### src/rtl/shift_test_pkg.sv
// Shared encodings and default sizing for the shift-chain SET test controller.
package shift_test_pkg;

  localparam int DEF_NUM_CHAINS  = 2;
  localparam int DEF_CHAIN_LEN   = 64;
  localparam int DEF_SYNC_STAGES = 2;
  localparam int DEF_CNT_W       = 12;
  localparam int DEF_RUN_W       = 16;

  typedef enum logic [1:0] {
    MODE_ONES  = 2'b00,
    MODE_ZEROS = 2'b01,
    MODE_ALT   = 2'b10,
    MODE_RSVD  = 2'b11
  } mode_e;

  typedef enum logic [1:0] {
    ST_IDLE    = 2'b00,
    ST_FILL    = 2'b01,
    ST_COMPARE = 2'b10,
    ST_DONE    = 2'b11
  } state_e;

  // Reserved mode falls through to all-ones.
  function automatic logic pat_bit(input mode_e m, input logic p);
    logic b;
    b = 1'b1;
    case (m)
      MODE_ZEROS: b = 1'b0;
      MODE_ALT:   b = p;
      default:    b = 1'b1;
    endcase
    return b;
  endfunction

endpackage

### src/rtl/shift_err_chan.sv
// Per-chain checker: synchronise the returned serial bit, compare, count, flag.
module shift_err_chan
  import shift_test_pkg::*;
#(
  parameter int SYNC_STAGES = DEF_SYNC_STAGES,
  parameter int CNT_W       = DEF_CNT_W
) (
  input  logic             CLK,
  input  logic             RST_N,
  input  logic             clr,
  input  logic             en,
  input  logic             expected,
  input  logic             shift_out,
  output logic             err_flag,
  output logic [CNT_W-1:0] err_cnt
);

  logic [SYNC_STAGES-1:0] sync_q;
  logic                   mismatch;

  always_ff @(posedge CLK or negedge RST_N) begin
    if (!RST_N) sync_q <= '0;
    else        sync_q <= {sync_q[SYNC_STAGES-2:0], shift_out};
  end

  assign mismatch = en && (sync_q[SYNC_STAGES-1] != expected);

  // Counter sticks at all-ones rather than wrapping.
  always_ff @(posedge CLK or negedge RST_N) begin
    if (!RST_N) begin
      err_cnt  <= '0;
      err_flag <= 1'b0;
    end else if (clr) begin
      err_cnt  <= '0;
      err_flag <= 1'b0;
    end else if (mismatch) begin
      err_flag <= 1'b1;
      if (err_cnt != '1) err_cnt <= err_cnt + CNT_W'(1);
    end
  end

endmodule

### src/rtl/shift_chain_test_ctrl.sv
// SET-characterisation sequencer: fill the DUT chains with a pattern, then
// compare the returned bits for RUN_LEN cycles with one checker per chain.
module shift_chain_test_ctrl
  import shift_test_pkg::*;
#(
  parameter int NUM_CHAINS  = DEF_NUM_CHAINS,
  parameter int CHAIN_LEN   = DEF_CHAIN_LEN,
  parameter int SYNC_STAGES = DEF_SYNC_STAGES,
  parameter int CNT_W       = DEF_CNT_W,
  parameter int RUN_W       = DEF_RUN_W
) (
  input  logic                        CLK,
  input  logic                        RST_N,
  input  logic                        START,
  input  logic                        STOP,
  input  logic [1:0]                  MODE,
  input  logic [RUN_W-1:0]            RUN_LEN,
  output logic                        SHIFT_EN,
  output logic [NUM_CHAINS-1:0]       SHIFT_INPUT,
  input  logic [NUM_CHAINS-1:0]       SHIFT_OUT,
  output logic                        BUSY,
  output logic                        DONE,
  output logic [NUM_CHAINS-1:0]       ERR_FLAG,
  output logic [NUM_CHAINS*CNT_W-1:0] ERR_CNT
);

  localparam int   FILL_LEN = CHAIN_LEN + SYNC_STAGES;
  localparam int   FILL_W   = $clog2(FILL_LEN + 1);
  // Odd round-trip latency inverts the alternating phase seen at compare time.
  localparam logic EXP_INV  = logic'(FILL_LEN % 2);

  state_e                              state_q, state_d;
  mode_e                               mode_q;
  logic [RUN_W-1:0]                    run_len_q, run_cnt_q;
  logic [FILL_W-1:0]                   fill_cnt_q;
  logic                                phase_q;
  logic                                start_ok, fill_last, run_last;
  logic                                shift_en, cmp_en;
  logic                                pat, exp_bit;
  logic [NUM_CHAINS-1:0][CNT_W-1:0]    err_cnt_a;

  assign start_ok  = (state_q == ST_IDLE) && START;
  assign fill_last = (fill_cnt_q == FILL_W'(FILL_LEN - 1));
  assign run_last  = (run_len_q != '0) && (run_cnt_q == run_len_q - RUN_W'(1));

  always_comb begin
    state_d  = state_q;
    shift_en = 1'b0;
    cmp_en   = 1'b0;
    BUSY     = 1'b1;
    DONE     = 1'b0;
    unique case (state_q)
      ST_IDLE: begin
        BUSY = 1'b0;
        if (START) state_d = ST_FILL;
      end
      ST_FILL: begin
        shift_en = 1'b1;
        if (STOP)           state_d = ST_IDLE;
        else if (fill_last) state_d = ST_COMPARE;
      end
      ST_COMPARE: begin
        shift_en = 1'b1;
        cmp_en   = 1'b1;
        if (STOP)          state_d = ST_IDLE;
        else if (run_last) state_d = ST_DONE;
      end
      ST_DONE: begin
        DONE    = 1'b1;
        state_d = ST_IDLE;
      end
      default: state_d = ST_IDLE;
    endcase
  end

  always_ff @(posedge CLK or negedge RST_N) begin
    if (!RST_N) begin
      state_q    <= ST_IDLE;
      mode_q     <= MODE_ONES;
      run_len_q  <= '0;
      run_cnt_q  <= '0;
      fill_cnt_q <= '0;
      phase_q    <= 1'b0;
    end else begin
      state_q <= state_d;
      if (start_ok) begin
        mode_q    <= mode_e'(MODE);
        run_len_q <= RUN_LEN;
      end
      fill_cnt_q <= (state_q == ST_FILL)    ? fill_cnt_q + FILL_W'(1) : '0;
      run_cnt_q  <= (state_q == ST_COMPARE) ? run_cnt_q + RUN_W'(1)   : '0;
      if (start_ok)      phase_q <= 1'b1;
      else if (shift_en) phase_q <= ~phase_q;
    end
  end

  assign pat         = pat_bit(mode_q, phase_q);
  assign exp_bit     = pat_bit(mode_q, phase_q ^ EXP_INV);
  assign SHIFT_EN    = shift_en;
  assign SHIFT_INPUT = shift_en ? {NUM_CHAINS{pat}} : '0;

  for (genvar i = 0; i < NUM_CHAINS; i++) begin : g_chan
    shift_err_chan #(
      .SYNC_STAGES (SYNC_STAGES),
      .CNT_W       (CNT_W)
    ) u_chan (
      .CLK       (CLK),
      .RST_N     (RST_N),
      .clr       (start_ok),
      .en        (cmp_en),
      .expected  (exp_bit),
      .shift_out (SHIFT_OUT[i]),
      .err_flag  (ERR_FLAG[i]),
      .err_cnt   (err_cnt_a[i])
    );
  end

  assign ERR_CNT = err_cnt_a;

endmodule

### config.mk
export PLATFORM = sky130hd
export DESIGN_NAME = shift_chain_test_ctrl
export DESIGN_NICKNAME = d
export VERILOG_FILES = /design/src/rtl/shift_test_pkg.sv /design/src/rtl/shift_err_chan.sv /design/src/rtl/shift_chain_test_ctrl.sv
export SDC_FILE = /design/constraint.sdc
export NUM_CORES = 1
export LEC_CHECK = 0
export BUFFER_PORTS_ARGS = -buffer_cell sky130_fd_sc_hd__clkbuf_2
export CAP_MARGIN = 10
export CORE_ASPECT_RATIO = 0.9
export CORE_UTILIZATION = 45
export CTS_BUF_LIST = sky130_fd_sc_hd__clkbuf_8
export CTS_CLUSTER_SIZE = 25
export DETAILED_ROUTE_END_ITERATION = 12
export GPL_TIMING_DRIVEN = 0
export PLACE_DENSITY = 0.65
export SKIP_LAST_GASP = 1
export SLEW_MARGIN = 20
export SYNTH_ARGS = -nofsm -noshare
export SYNTH_HDL_FRONTEND = slang
export SYNTH_SLANG_ARGS = --single-unit
### constraint.sdc
create_clock -name CLK -period 6 [get_ports CLK]
set_clock_uncertainty 0.1 [all_clocks]
set_input_delay 0.6 -clock CLK [delete_from_list [all_inputs] [get_ports CLK]]
set_output_delay 0.6 -clock CLK [all_outputs]
set_load 0.01 [all_outputs]
Yosys cells after proc, flatten, opt, wreduce, memory -nomap -nowiden
Cells that the tools add are included.
{ "totals": {"n_memories": 0, "mem_bits_ro": 0, "in_bits": 24, "register_bits": 74, "latchBits": 0, "ram_bits": 0, "word_cells": 73} }
{ "op_classes": {"bitwise_logic": 1, "shift": 0, "n_addsub": 5, "mul": 0, "magnitude_cmp": 0, "mux": 26, "n_eq_ne": 14, "n_reduce_logical": 15, "n_div": 0} }
{ "ops": {"columns": ["op", "count"], "rows": [
  ["12-bit 2-to-1 mux", 6],
  ["12-bit by 1-bit adder with 12-bit output, second input constant", 2],
  ["12-bit inequality test, second input constant", 2],
  ["16-bit by 1-bit adder with 16-bit output, second input constant", 1],
  ["16-bit equality test", 1],
  ["16-bit 2-to-1 mux", 1],
  ["16-bit nonzero test", 1],
  ["16-bit by 1-bit subtractor with 16-bit output, second input constant", 1],
  ["2-bit 2-to-1 mux", 6],
  ["1-bit 2-to-1 mux", 10],
  ["2-bit nonzero test", 5],
  ["2-bit one-hot mux with 4 select lines", 1],
  ["7-bit by 1-bit adder with 7-bit output, second input constant", 1],
  ["7-bit equality test, second input constant", 1],
  ["7-bit 2-to-1 mux", 1],
  ["2-bit equality test, second input constant", 3],
  ["3-bit inequality test, second input constant", 2],
  ["2-bit by 1-bit equality test with 1-bit output, second input constant", 2],
  ["1-bit logical AND", 4],
  ["2-bit AND reduction", 2],
  ["3-bit AND reduction", 1],
  ["2-bit zero test", 1],
  ["1-bit inequality test", 2],
  ["2-bit inequality test, second input constant", 1],
  ["other kinds (3)", 3]
]} }

Logic depth before layout (Yosys ltp)
Gate-level depths: netlist (run 1).
{ "logic_depth": {"word_depth": 6, "depth_mapped": 10, "depth_no_buf": 10} }

Modules after synthesis
Synthesis (run 1) repeated with hierarchy kept, for this count alone.
{ "hier_totals": {"hier_cells": 419, "area_unflattened_um2": 4127.7} }
{ "by_module_without_submodules": {"columns": ["module", "seq_area_each_um2", "area_each_um2", "cells_per_inst", "n_inst"], "rows": [
  ["shift_chain_test_ctrl", 1101.1, 2588.7, 255, 1],
  ["shift_err_chan", 375.4, 769.5, 82, 2]
]} }

Worst setup path after synthesis (run 1)
No wires, ideal clock.
{ "synth_path": {"path_kind": "register to register", "startpoint": "register run_len_q[2]", "endpoint": "register state_q[1]", "t_required_ps": 5774, "arrival_ps": 2366, "stages_incl_launch_ff": 9, "setup_ps": 126, "path_slack_ps": 3408, "cell_sequence": "dfrtp_1 or4_1 nor2_1 nand3b_1 xnor2_1 a2111oi_0 nand4b_1 mux2i_1 a221o_1"} }
{ "synth_via": {"elab_chain_len": 5, "elab_cells_between_ends": 6, "classes_between": "add/sub (1); eq/ne (2); reduce/logical (3)"} }
{ "synth_lines": {"columns": ["element", "line", "source"], "rows": [
  ["from (decl)", "shift_chain_test_ctrl.sv:34", "logic [RUN_W-1:0] run_len_q, run_cnt_q;"],
  ["from (signal assigned)", "shift_chain_test_ctrl.sv:80", "run_len_q <= '0;"],
  ["from (signal assigned)", "shift_chain_test_ctrl.sv:88", "run_len_q <= RUN_LEN;"],
  ["16-bit by 1-bit subtractor with 16-bit output", "shift_chain_test_ctrl.sv:44", "assign run_last = (run_len_q != '0) && (run_cnt_q == run_len_q - RUN_W'(1));"],
  ["16-bit equality test", "shift_chain_test_ctrl.sv:44", null],
  ["1-bit logical AND *", "shift_chain_test_ctrl.sv:44", null],
  ["3-bit inequality test (no source line) *", null, null],
  ["3-bit AND reduction (no source line) *", null, null],
  ["to (signal assigned)", "shift_chain_test_ctrl.sv:85", "state_q <= state_d;"],
  ["to (decl)", "shift_chain_test_ctrl.sv:32", "state_e state_q, state_d;"]
]} }
Mark *: on every way between the ends. The rest lies on a longest branch, timed or not.
A chain may end at the register's enable or synchronous reset.

Worst setup path in the final report (run 1)
{ "layout_path": {"startpoint": "register run_len_q[0]", "endpoint": "register state_q[1]"} }
The elaborated chain is that of the path after synthesis.

==> out/metrics.yaml, run 1 <==
outcome:
  status: "finished, final reports clean"
synth:
  synthSimpleGateAreaFrac_pct: 24.20
  ys_types: 48
  yosys.area_share.adder_pct: 3.507
  avgSynthCellArea_sq_um: 9.390
  synth_top_flop_cell: "dfrtp_1"
  synthArstFlopShare_pct: 100.0
  synth_most_common_cell: "dfrtp_1"
  yosysTopAreaCell: "dfrtp_1"
  synth.area.mux_share_pct: 1.530
  synth_top_area_share_pct: 47.18
  netlist_top_cells_count: "74 x dfrtp_1, 69 x nand2_1, 54 x nor2_1"
  synth_xor_area_share_pct: 13.17
  syn-num-nets: 453
  synth-seq-cells: 74
  synth_top_family_by_area: "simple AND/OR/NAND/NOR gates"
  seq_area_frac_synth_pct: 47.18
  yosys-top-cells-area: "dfrtp_1 47%, xnor2_1 6.7%, nand2_1 6.6%"
  netlist_area_sq_um: 3925
  yosysWarnings: 0
  synth_compound_area_share_pct: 7.268
  synth_cells: 418
  synth_edf_count: 0
sta:
  fin_crit_ns: 2.965
  rsz0062_at_grt: "false"
  worstMarginPinSlew_ns: 0.5767
  fin_ws_ns: 3.035
  tns_ns: 0
  hold_viol_final: 0
  max-slew-margin-rel_pct: 61.49
  fmax_ghz: 0.3372
  drv_slew: 0
  timing.final.crit_share_pct: 49.42
  setup_viol: 0
worst_setup_path:
  r2r_slack_ns: 3.03
  path_max_fanout: 7
  cp.arrival_ns: 3.11
  crit_type: "register to register"
  cp.required_ns: 6.14
  start_kind: "register"
  cp-end-kind: "register"
clock_tree:
  cts_root_buffer: "clkbuf_8"
  cts.path.max_buffers: 2
  clk_pin_slew_ns: 0.08
  clock_sinks: 74
  cts_setup_buffers: 0
  cts_buffers: 9
  cts_tree: "done"
  cts_max_level: 3
  cts_resized: 0
  clk_latency_ns: 0.35
  hold_buffers: 0
floorplan:
  fp.dieW_um: 100.4
  rows: 31
  fp.dieArea_sq_um: 9100
  die_y_um: 90.60
  core_sq_um: 8262
  ios: 55
  initial_core_util_pct: 47.51
global_route:
  first_global_vias: 3005
  grt_pass1_wl_mm: 14.41
  antenna_found_initial: 0
  grt_max_degree: 42
  grt.total_usage_pct: 20.48
  globalRouteOverflowTotal: 0
detailed_routing:
  drt_first_pass_iters: 4
  avgViaCountPerCell: 5.098
  vias: 3079
  wl_per_cell_um: 14.02
  drc: 0
  ant_nets: 0
  drt_iter0_drc: 124
  wirelength_mm: 8.471
cells_and_area:
  antennaDiodeCount: 0
  fill_cells: 785
  nets: 519
  area_growth_pct: 16.90
  drive_above_1_share_pct: 16.56
power:
  p_leak_nw: 2.130
  power_density_nw_per_um2: 383.6
  worst_ir_drop_vdd_v: 0.0002016
run:
  maxCapViolations: 0
placement:
  dp_slack_ns: 3.057
  place_congestion: 0.8727
  portBuffers: 54
  dp_hpwl_mm: 6.252
worst_hold_path:
  hold_class: "primary input to async pin"
cells by family after synthesis:
| family | Yosys count |
|---|---|
| AO/OA/AOI/OAI | 42 |
| XOR/XNOR | 59 |
| adder cells (fa/ha/maj) | 11 |
| buffers and inverters | 30 |
| flip-flops | 74 |
| multiplexers | 6 |
| AND/OR/NAND/NOR | 196 |
metal layers:
| layer | wire (um) | track usage [%] | up-vias |
|---|---|---|---|
| li1 | - | - | 1532 |
| met4 | 152 | 7.488 | 0 |
| met5 | 0 | 0 | - |
| met2 | 3950 | 31.91 | 57 |
| met1 | 3958 | 26.65 | 1476 |
| met3 | 410 | 6.424 | 14 |
worst max-delay path, stage by stage, from the launching register on:
cell and delay (ns):
dfrtp_1 0.44, inv_1 0.10, ha_1 0.23, nor4b_4 0.46, nand2_2 0.17, nor4_1 0.26, a22oi_1 0.12, nor4_1 0.31
nand4b_1 0.21, mux2i_1 0.17, a221o_1 0.29
power by group:
| group | leakage, nW | switching [mW] | internal [mW] | total [mW] |
|---|---|---|---|---|
| clock | 0.109 | 0.198 | 0.246 | 0.444 |
| combinational | 1.03 | 0.349 | 0.260 | 0.609 |
| sequential | 0.986 | 0.120 | 0.586 | 0.707 |
cell usage in the layout (no fill, tap or decap), types with 7 or more instances in the layout:
cell type	Yosys	routed
a21oi_1	10	10
dfrtp_1	74	74
clkbuf_8	0	10
clkbuf_1	13	13
nand3_1	17	17
xor2_1	29	29
and2_1	7	7
o21ai_0	14	14
and3_1	8	8
nand2_1	69	69
nor2_1	54	54
or3_1	8	8
inv_1	14	14
ha_1	11	11
clkbuf_2	0	53
xnor2_1	30	30
final timing paths:
path,startpoint,to,cells after the start
worst min register to register,g_chan[1].u_chan.sync_q[0],g_chan[1].u_chan.sync_q[1],0
worst min-delay path,RST_N,fill_cnt_q[5],1
worst max register to register,run_len_q[0],state_q[1],10
worst max-delay path,run_len_q[0],state_q[1],10
max in group asynchronous,RST_N,g_chan[1].u_chan.err_cnt[9],2
min in group CLK,SHIFT_OUT[1],g_chan[1].u_chan.sync_q[0],1
per-stage QoR:
| stage | power [mW] | hold WS, ns | util [%] | std cells | area (sq um) |
|---|---|---|---|---|---|
| after floorplan | 1.136 | 0.2044 | - | 418 | 3925 |
| after global placement | 1.301 | 0.2374 | 52.52 | 587 | 4339 |
| after detailed placement | 1.325 | 0.2370 | 52.79 | 588 | 4362 |
| after CTS | 1.773 | 0.1298 | 55.54 | 604 | 4588 |
| after global routing | 1.887 | 0.1526 | 55.54 | 604 | 4588 |
| final | 1.760 | 0.1289 | 55.54 | 604 | 4588 |
flip-flops by register name, summed over array words and instances, names as in the netlist:
signal / count
g_chan.u_chan.err_flag: 2
run_len_q: 16
fill_cnt_q: 7
state_q: 2
phase_q: 1
run_cnt_q: 16
mode_q: 2
g_chan.u_chan.sync_q: 4
g_chan.u_chan.err_cnt: 24
layout make-up:
| class | instances | area, sq um | area share (%) |
|---|---|---|---|
| Buffer | 16 | 71.32 | 1.554 |
| Tap cell | 115 | 143.9 | 3.136 |
| Multi-Input combinational cell | 314 | 1949 | 42.49 |
| Clock inverter | 6 | 88.84 | 1.936 |
| Inverter | 14 | 52.55 | 1.145 |
| Clock buffer | 10 | 137.6 | 3.000 |
| Timing Repair Buffer | 55 | 292.8 | 6.381 |
| Sequential cell | 74 | 1852 | 40.36 |
No activity file was read; power rests on OpenSTA's default activity.
==> run 2: changes to the inputs <==
Clock period 6 ns to 3.1 ns, I/O delays scaled along.
==> run 2 against run 1 <==
Global-route usage up 0.066 points. Core utilization up 0.47 points. Highest routed layer unchanged. Power up 94%. Largest power group unchanged. Setup slack worse by 2.8 ns. Cell count up 0.66%. Critical path depth down 2.
==> out/metrics.yaml, run 2 (synthesis results as in run 1) <==
power:
  comb_power_share_pct: 34.9  # was 34.6%
  p_sw_share_pct: 37.91  # was 37.92%
  clock_power_share_pct: 25.1  # was 25.2%
  power_switching_mw: 1.297  # was 667.3 uW
  p_leak_nw: 2.147  # was 2.130 nW
  p_seq_share_pct: 40.0  # was 40.2%
  power_report.internal_total_mw: 2.124  # was 1.093 mW
  worst_ir_drop_vdd_v: 0.0003967  # was 0.0002016 V
  power_density_nw_per_um2: 739.3  # was 383.6 nW/um^2
sta:
  setup_viol: 0  # unchanged
  whs_ns: 0.03905  # was 0.1289 ns
  drv_slew: 0  # unchanged
  fmax_ghz: 0.3469  # was 0.3372 GHz
  rsz0062_at_grt: "false"  # unchanged
  tns_ns: 0  # unchanged
  fin_ws_ns: 0.2174  # was 3.035 ns
  fin_crit_ns: 2.883  # was 2.965 ns
  max-slew-margin-rel_pct: 61.49  # unchanged
  timing.final.crit_share_pct: 92.99  # was 49.42%
  hold_viol_final: 0  # unchanged
  worstMarginPinSlew_ns: 0.5767  # unchanged
floorplan:
  fp.dieArea_sq_um: 9100  # unchanged
  die_y_um: 90.60  # unchanged
  ios: 55  # unchanged
  rows: 31  # unchanged
  core_sq_um: 8262  # unchanged
  initial_core_util_pct: 47.51  # unchanged
  fp.dieW_um: 100.4  # unchanged
detailed_routing:
  drt_first_pass_iters: 4  # unchanged
  avgViaCountPerCell: 5.079  # was 5.098
  vias: 3088  # was 3079
  wl_per_cell_um: 14.05  # was 14.02 um
  drt_iter0_drc: 106  # was 124
  ant_nets: 0  # unchanged
  drc: 0  # unchanged
  wirelength_mm: 8.541  # was 8.471 mm
global_route:
  grt.total_usage_pct: 20.54  # was 20.48%
  grt_max_degree: 42  # unchanged
  first_global_vias: 3029  # was 3005
  antenna_found_initial: 0  # unchanged
  globalRouteOverflowTotal: 0  # unchanged
  grt_pass1_wl_mm: 14.47  # was 14.41 mm
worst_setup_path:
  cp.required_ns: 3.24  # was 6.14 ns
  crit_type: "register to register"  # unchanged
  cp-end-kind: "register"  # unchanged
  path_max_fanout: 8  # was 7
  cp.arrival_ns: 3.02  # was 3.11 ns
  start_kind: "register"  # unchanged
clock_tree:
  clock_sinks: 74  # unchanged
  clk_pin_slew_ns: 0.08  # about the same
  cts_tree: "done"  # unchanged
  cts.path.max_buffers: 2  # unchanged
  cts_root_buffer: "clkbuf_8"  # unchanged
  cts_max_level: 3  # unchanged
  clk_latency_ns: 0.35  # about the same
  cts_buffers: 9  # unchanged
cells_and_area:
  layout_commonest_cell: "dfrtp_1"  # unchanged
  final_cell_mix: "74 x dfrtp_1, 69 x nand2_1, 54 x nor2_1"  # unchanged
  top_register: "g_chan.u_chan.err_cnt"  # unchanged
  reg_top3: "g_chan.u_chan.err_cnt (24), run_cnt_q (16), run_len_q (16)"  # unchanged
  fill_cells: 783  # was 785
  largest_reg_flops: 24  # unchanged
  post-route-util_pct: 56.00  # was 55.54%
  antennaDiodeCount: 0  # unchanged
  multi_input_area_sq_um: 1951  # was 1949 sq um
  area_growth_pct: 17.88  # was 16.90%
  fin_cells: 608  # was 604
  seqCellArea_sq_um: 1852  # unchanged
  drive_above_1_share_pct: 16.63  # was 16.56%
  nets: 523  # was 519
placement:
  place_congestion: 0.8727  # unchanged
  dp.cells: 588  # unchanged
  portBuffers: 54  # unchanged
  dp_hpwl_mm: 6.252  # unchanged
  dp_slack_ns: 0.1567  # was 3.057 ns
outcome:
  status: "finished, final reports clean"  # unchanged
worst_hold_path:
  hold_class: "primary input to register"  # was primary input to async pin
run:
  maxCapViolations: 0  # unchanged
## run 2: cell types whose count changed in the layout (fill, tap and decap cells not counted), sizes merged
cell | before | now
dlygate4sd3 | 0 | 3
buf | 4 | 5
## run 2: layer usage
metal | global-route usage (%) | wire length [um] | vias to the layer above
met5 | 0 | 0 | -
met4 | 7.488 | 122 | 0
met1 | 26.65 | 3973 | 1470
met2 | 32.13 | 4016 | 65
met3 | 6.424 | 429 | 12
li1 | - | - | 1541
## run 2: final cells by class
class,instances,area share [%]
Inverter,14,1.136
Buffer,16,1.541
Clock buffer,10,2.975
Multi-Input combinational cell,314,42.16
Timing Repair Buffer,59,7.139
Tap cell,115,3.110
Clock inverter,6,1.920
Sequential cell,74,40.02
## run 2: worst paths after layout
path	depth (start not counted)	endpoint	from	slack (ns)
setup / recovery	8	state_q[1]	run_len_q[2]	0.22
hold / removal	3	mode_q[0]	MODE[0]	0.04
setup reg to reg	8	state_q[1]	run_len_q[2]	0.22
hold reg to reg	0	g_chan[1].u_chan.sync_q[1]	g_chan[1].u_chan.sync_q[0]	0.25
max in group asynchronous	3	g_chan[0].u_chan.err_cnt[3]	RST_N	1.94
min in group asynchronous	2	fill_cnt_q[5]	RST_N	0.39
## run 2: power groups by stage
stage	registers [mW]	logic (mW)	clock network (mW)
final	1.37	1.19	0.859
after global routing	1.40	1.35	0.913
after CTS	1.37	1.19	0.877
after detailed placement	1.38	1.18	0
after global placement	1.38	1.14	0
after floorplan	1.32	0.873	0
## run 2: metrics by stage
| stage | total power [mW] | cell area (sq um) |
|---|---|---|
| floorplan | 2.198 | 3925 |
| global placement | 2.519 | 4339 |
| detailed placement | 2.564 | 4362 |
| CTS | 3.434 | 4618 |
| global route | 3.664 | 4627 |
| finish | 3.421 | 4627 |
## run 2: critical path, stage by stage, from the launching register on
cell       delay, ns
dfrtp_1         0.49
or4_1           0.62
nor2_1          0.18
nand3b_1        0.11
xnor2_1         0.15
a2111oi_1       0.41
nand4b_1        0.24
mux2i_1         0.17
a221o_1         0.29
## run 2: timing repair
| action | in CTS | in global routing |
|---|---|---|
| gates resized for setup | 0 | 1 |
| hold buffers | 3 | 0 |
| hold endpoints to repair | 35 | 0 |
| endpoints found under the setup margin | 0 | 2 |
| setup buffers | 0 | 1 |
==> run 3: changes to the inputs <==
Settings changed: CORE_MARGIN set to 2, PLACE_DENSITY 0.65 to 0.72.
==> run 3 against run 2 <==
Design area down 0.46%. First-iteration DRC count grew 27%. Sequential cell count did not move. Core utilization is 2.0 points lower. Non-clock buffer count unchanged. Highest routed layer unchanged. Critical endpoint unchanged.
==> out/metrics.yaml, run 3 (synthesis results as in run 1) <==
sta:
  tns_ns: 0  # unchanged
  drv_slew: 0  # unchanged
  fin_crit_ns: 2.850  # was 2.883 ns
  whs_ns: 0.04047  # was 0.03905 ns
  setup_viol: 0  # unchanged
  rsz0062_at_grt: "false"  # unchanged
  worstMarginPinSlew_ns: 0.6018  # was 0.5767 ns
  hold_viol_final: 0  # unchanged
  fmax_ghz: 0.3508  # was 0.3469 GHz
  max-slew-margin-rel_pct: 59.88  # was 61.49%
  timing.final.crit_share_pct: 91.95  # was 92.99%
detailed_routing:
  wirelength_mm: 8.431  # was 8.541 mm
  wl_per_cell_um: 13.78  # was 14.05 um
  ant_nets: 0  # unchanged
  drt_first_pass_iters: 5  # was 4
  avgViaCountPerCell: 5.078  # was 5.079
  drt_iter0_drc: 135  # was 106
  drc: 0  # unchanged
  vias: 3108  # was 3088
global_route:
  antenna_found_initial: 0  # unchanged
  globalRouteOverflowTotal: 0  # unchanged
  grt_pass1_wl_mm: 14.65  # was 14.47 mm
  grt.total_usage_pct: 19.58  # was 20.54%
  grt_max_degree: 54  # was 42
  first_global_vias: 3062  # was 3029
cells_and_area:
  final_cell_mix: "74 x dfrtp_1, 69 x nand2_1, 54 x nor2_1"  # unchanged
  area_growth_pct: 17.34  # was 17.88%
  post-route-util_pct: 54.01  # was 56.00%
  nets: 523  # unchanged
  drive_above_1_share_pct: 16.43  # was 16.63%
  largest_reg_flops: 24  # unchanged
  top_register: "g_chan.u_chan.err_cnt"  # unchanged
  reg_top3: "g_chan.u_chan.err_cnt (24), run_cnt_q (16), run_len_q (16)"  # unchanged
  antennaDiodeCount: 0  # unchanged
  layout_commonest_cell: "dfrtp_1"  # unchanged
worst_setup_path:
  cp.required_ns: 3.23  # was 3.24 ns
  cp-end-kind: "register"  # unchanged
  cp.arrival_ns: 2.98  # was 3.02 ns
  crit_type: "register to register"  # unchanged
  path_max_fanout: 8  # unchanged
  start_kind: "register"  # unchanged
clock_tree:
  cts_resized: 0  # unchanged
  cts_buffers: 9  # unchanged
  cts_root_buffer: "clkbuf_8"  # unchanged
  cts_max_level: 3  # unchanged
  cts_tree: "done"  # unchanged
  cts.path.max_buffers: 2  # unchanged
  clk_latency_ns: 0.35  # about the same
  clk_pin_slew_ns: 0.09  # was 0.08 ns
  clock_sinks: 74  # unchanged
placement:
  dp_hpwl_mm: 6.117  # was 6.252 mm
  portBuffers: 54  # unchanged
  place_congestion: 0.8448  # was 0.8727
floorplan:
  ios: 55  # unchanged
  die_y_um: 92.60  # was 90.60 um
  initial_core_util_pct: 46.02  # was 47.51%
  fp.dieW_um: 102.4  # was 100.4 um
  core_sq_um: 8528  # was 8262 sq um
  fp.dieArea_sq_um: 9486  # was 9100 sq um
  rows: 32  # was 31
power:
  power_density_nw_per_um2: 713.3  # was 739.3 nW/um^2
  worst_ir_drop_vdd_v: 0.0002650  # was 0.0003967 V
  p_leak_nw: 2.147  # about the same
run:
  maxCapViolations: 0  # unchanged
worst_hold_path:
  hold_class: "primary input to register"  # unchanged
outcome:
  status: "finished, final reports clean"  # unchanged
-- run 3: layout make-up --
class	instances	area [sq um]
fill	792	3923
multi-input combinational	314	1949
sequential	74	1852
timing repair buffer	59	337.8
tap	119	148.9
clock buffer	9	123.9
buffer	16	71.32
clock inverter	7	70.07
inverter	14	52.55
-- run 3: worst paths after layout --
| check | start | to | slack [ns] | depth (start not counted) |
|---|---|---|---|---|
| worst max-delay path | run_len_q[2] | state_q[1] | 0.25 | 8 |
| worst min-delay path | RUN_LEN[8] | run_len_q[8] | 0.04 | 3 |
| worst max register to register | run_len_q[2] | state_q[1] | 0.25 | 8 |
| worst min register to register | g_chan[1].u_chan.sync_q[0] | g_chan[1].u_chan.sync_q[1] | 0.25 | 0 |
| max in group asynchronous | RST_N | g_chan[1].u_chan.err_cnt[0] | 2.00 | 3 |
| min in group asynchronous | RST_N | fill_cnt_q[4] | 0.33 | 2 |
-- run 3: worst max-delay path: stages (launching register included) --
cell and delay, ns:
dfrtp_1 0.47, or4_1 0.64, nor2_1 0.21, nand3b_1 0.12, xnor2_1 0.13, a2111oi_0 0.39, nand4b_1 0.23, mux2i_1 0.16
a221o_1 0.30
-- run 3: power breakdown --
group	internal (mW)	switching, mW
logic	0.512	0.666
clock network	0.372	0.367
registers	1.14	0.234
total	2.02	1.27
-- run 3: metal layers --
layer | up-vias | routed length [um] | part of all wire, % | track usage, %
met3 | 6 | 330 | 3.9 | 5.736
li1 | 1535 | - | - | -
met2 | 49 | 3976 | 47 | 30.34
met4 | 0 | 74 | 0.88 | 4.556
met5 | - | 0 | 0 | 0
met1 | 1518 | 4050 | 48 | 27.13
-- run 3: repair_timing --
action | 4_1_cts | 5_1_grt
setup endpoints to repair | 0 | 1
endpoints found under the hold margin | 23 | 0
hold buffers | 3 | 0
setup buffers | 0 | 1
-- run 3: per-stage QoR --
step	std cells	power (mW)	worst slack [ns]	instance area [sq um]
finish	612	3.285	0.2496	4606
global route	612	3.531	0.1216	4606
CTS	611	3.302	0.2019	4598
detailed placement	592	2.555	0.2218	4374
global placement	591	2.520	0.2273	4344
floorplan	418	2.198	0.5082	3925
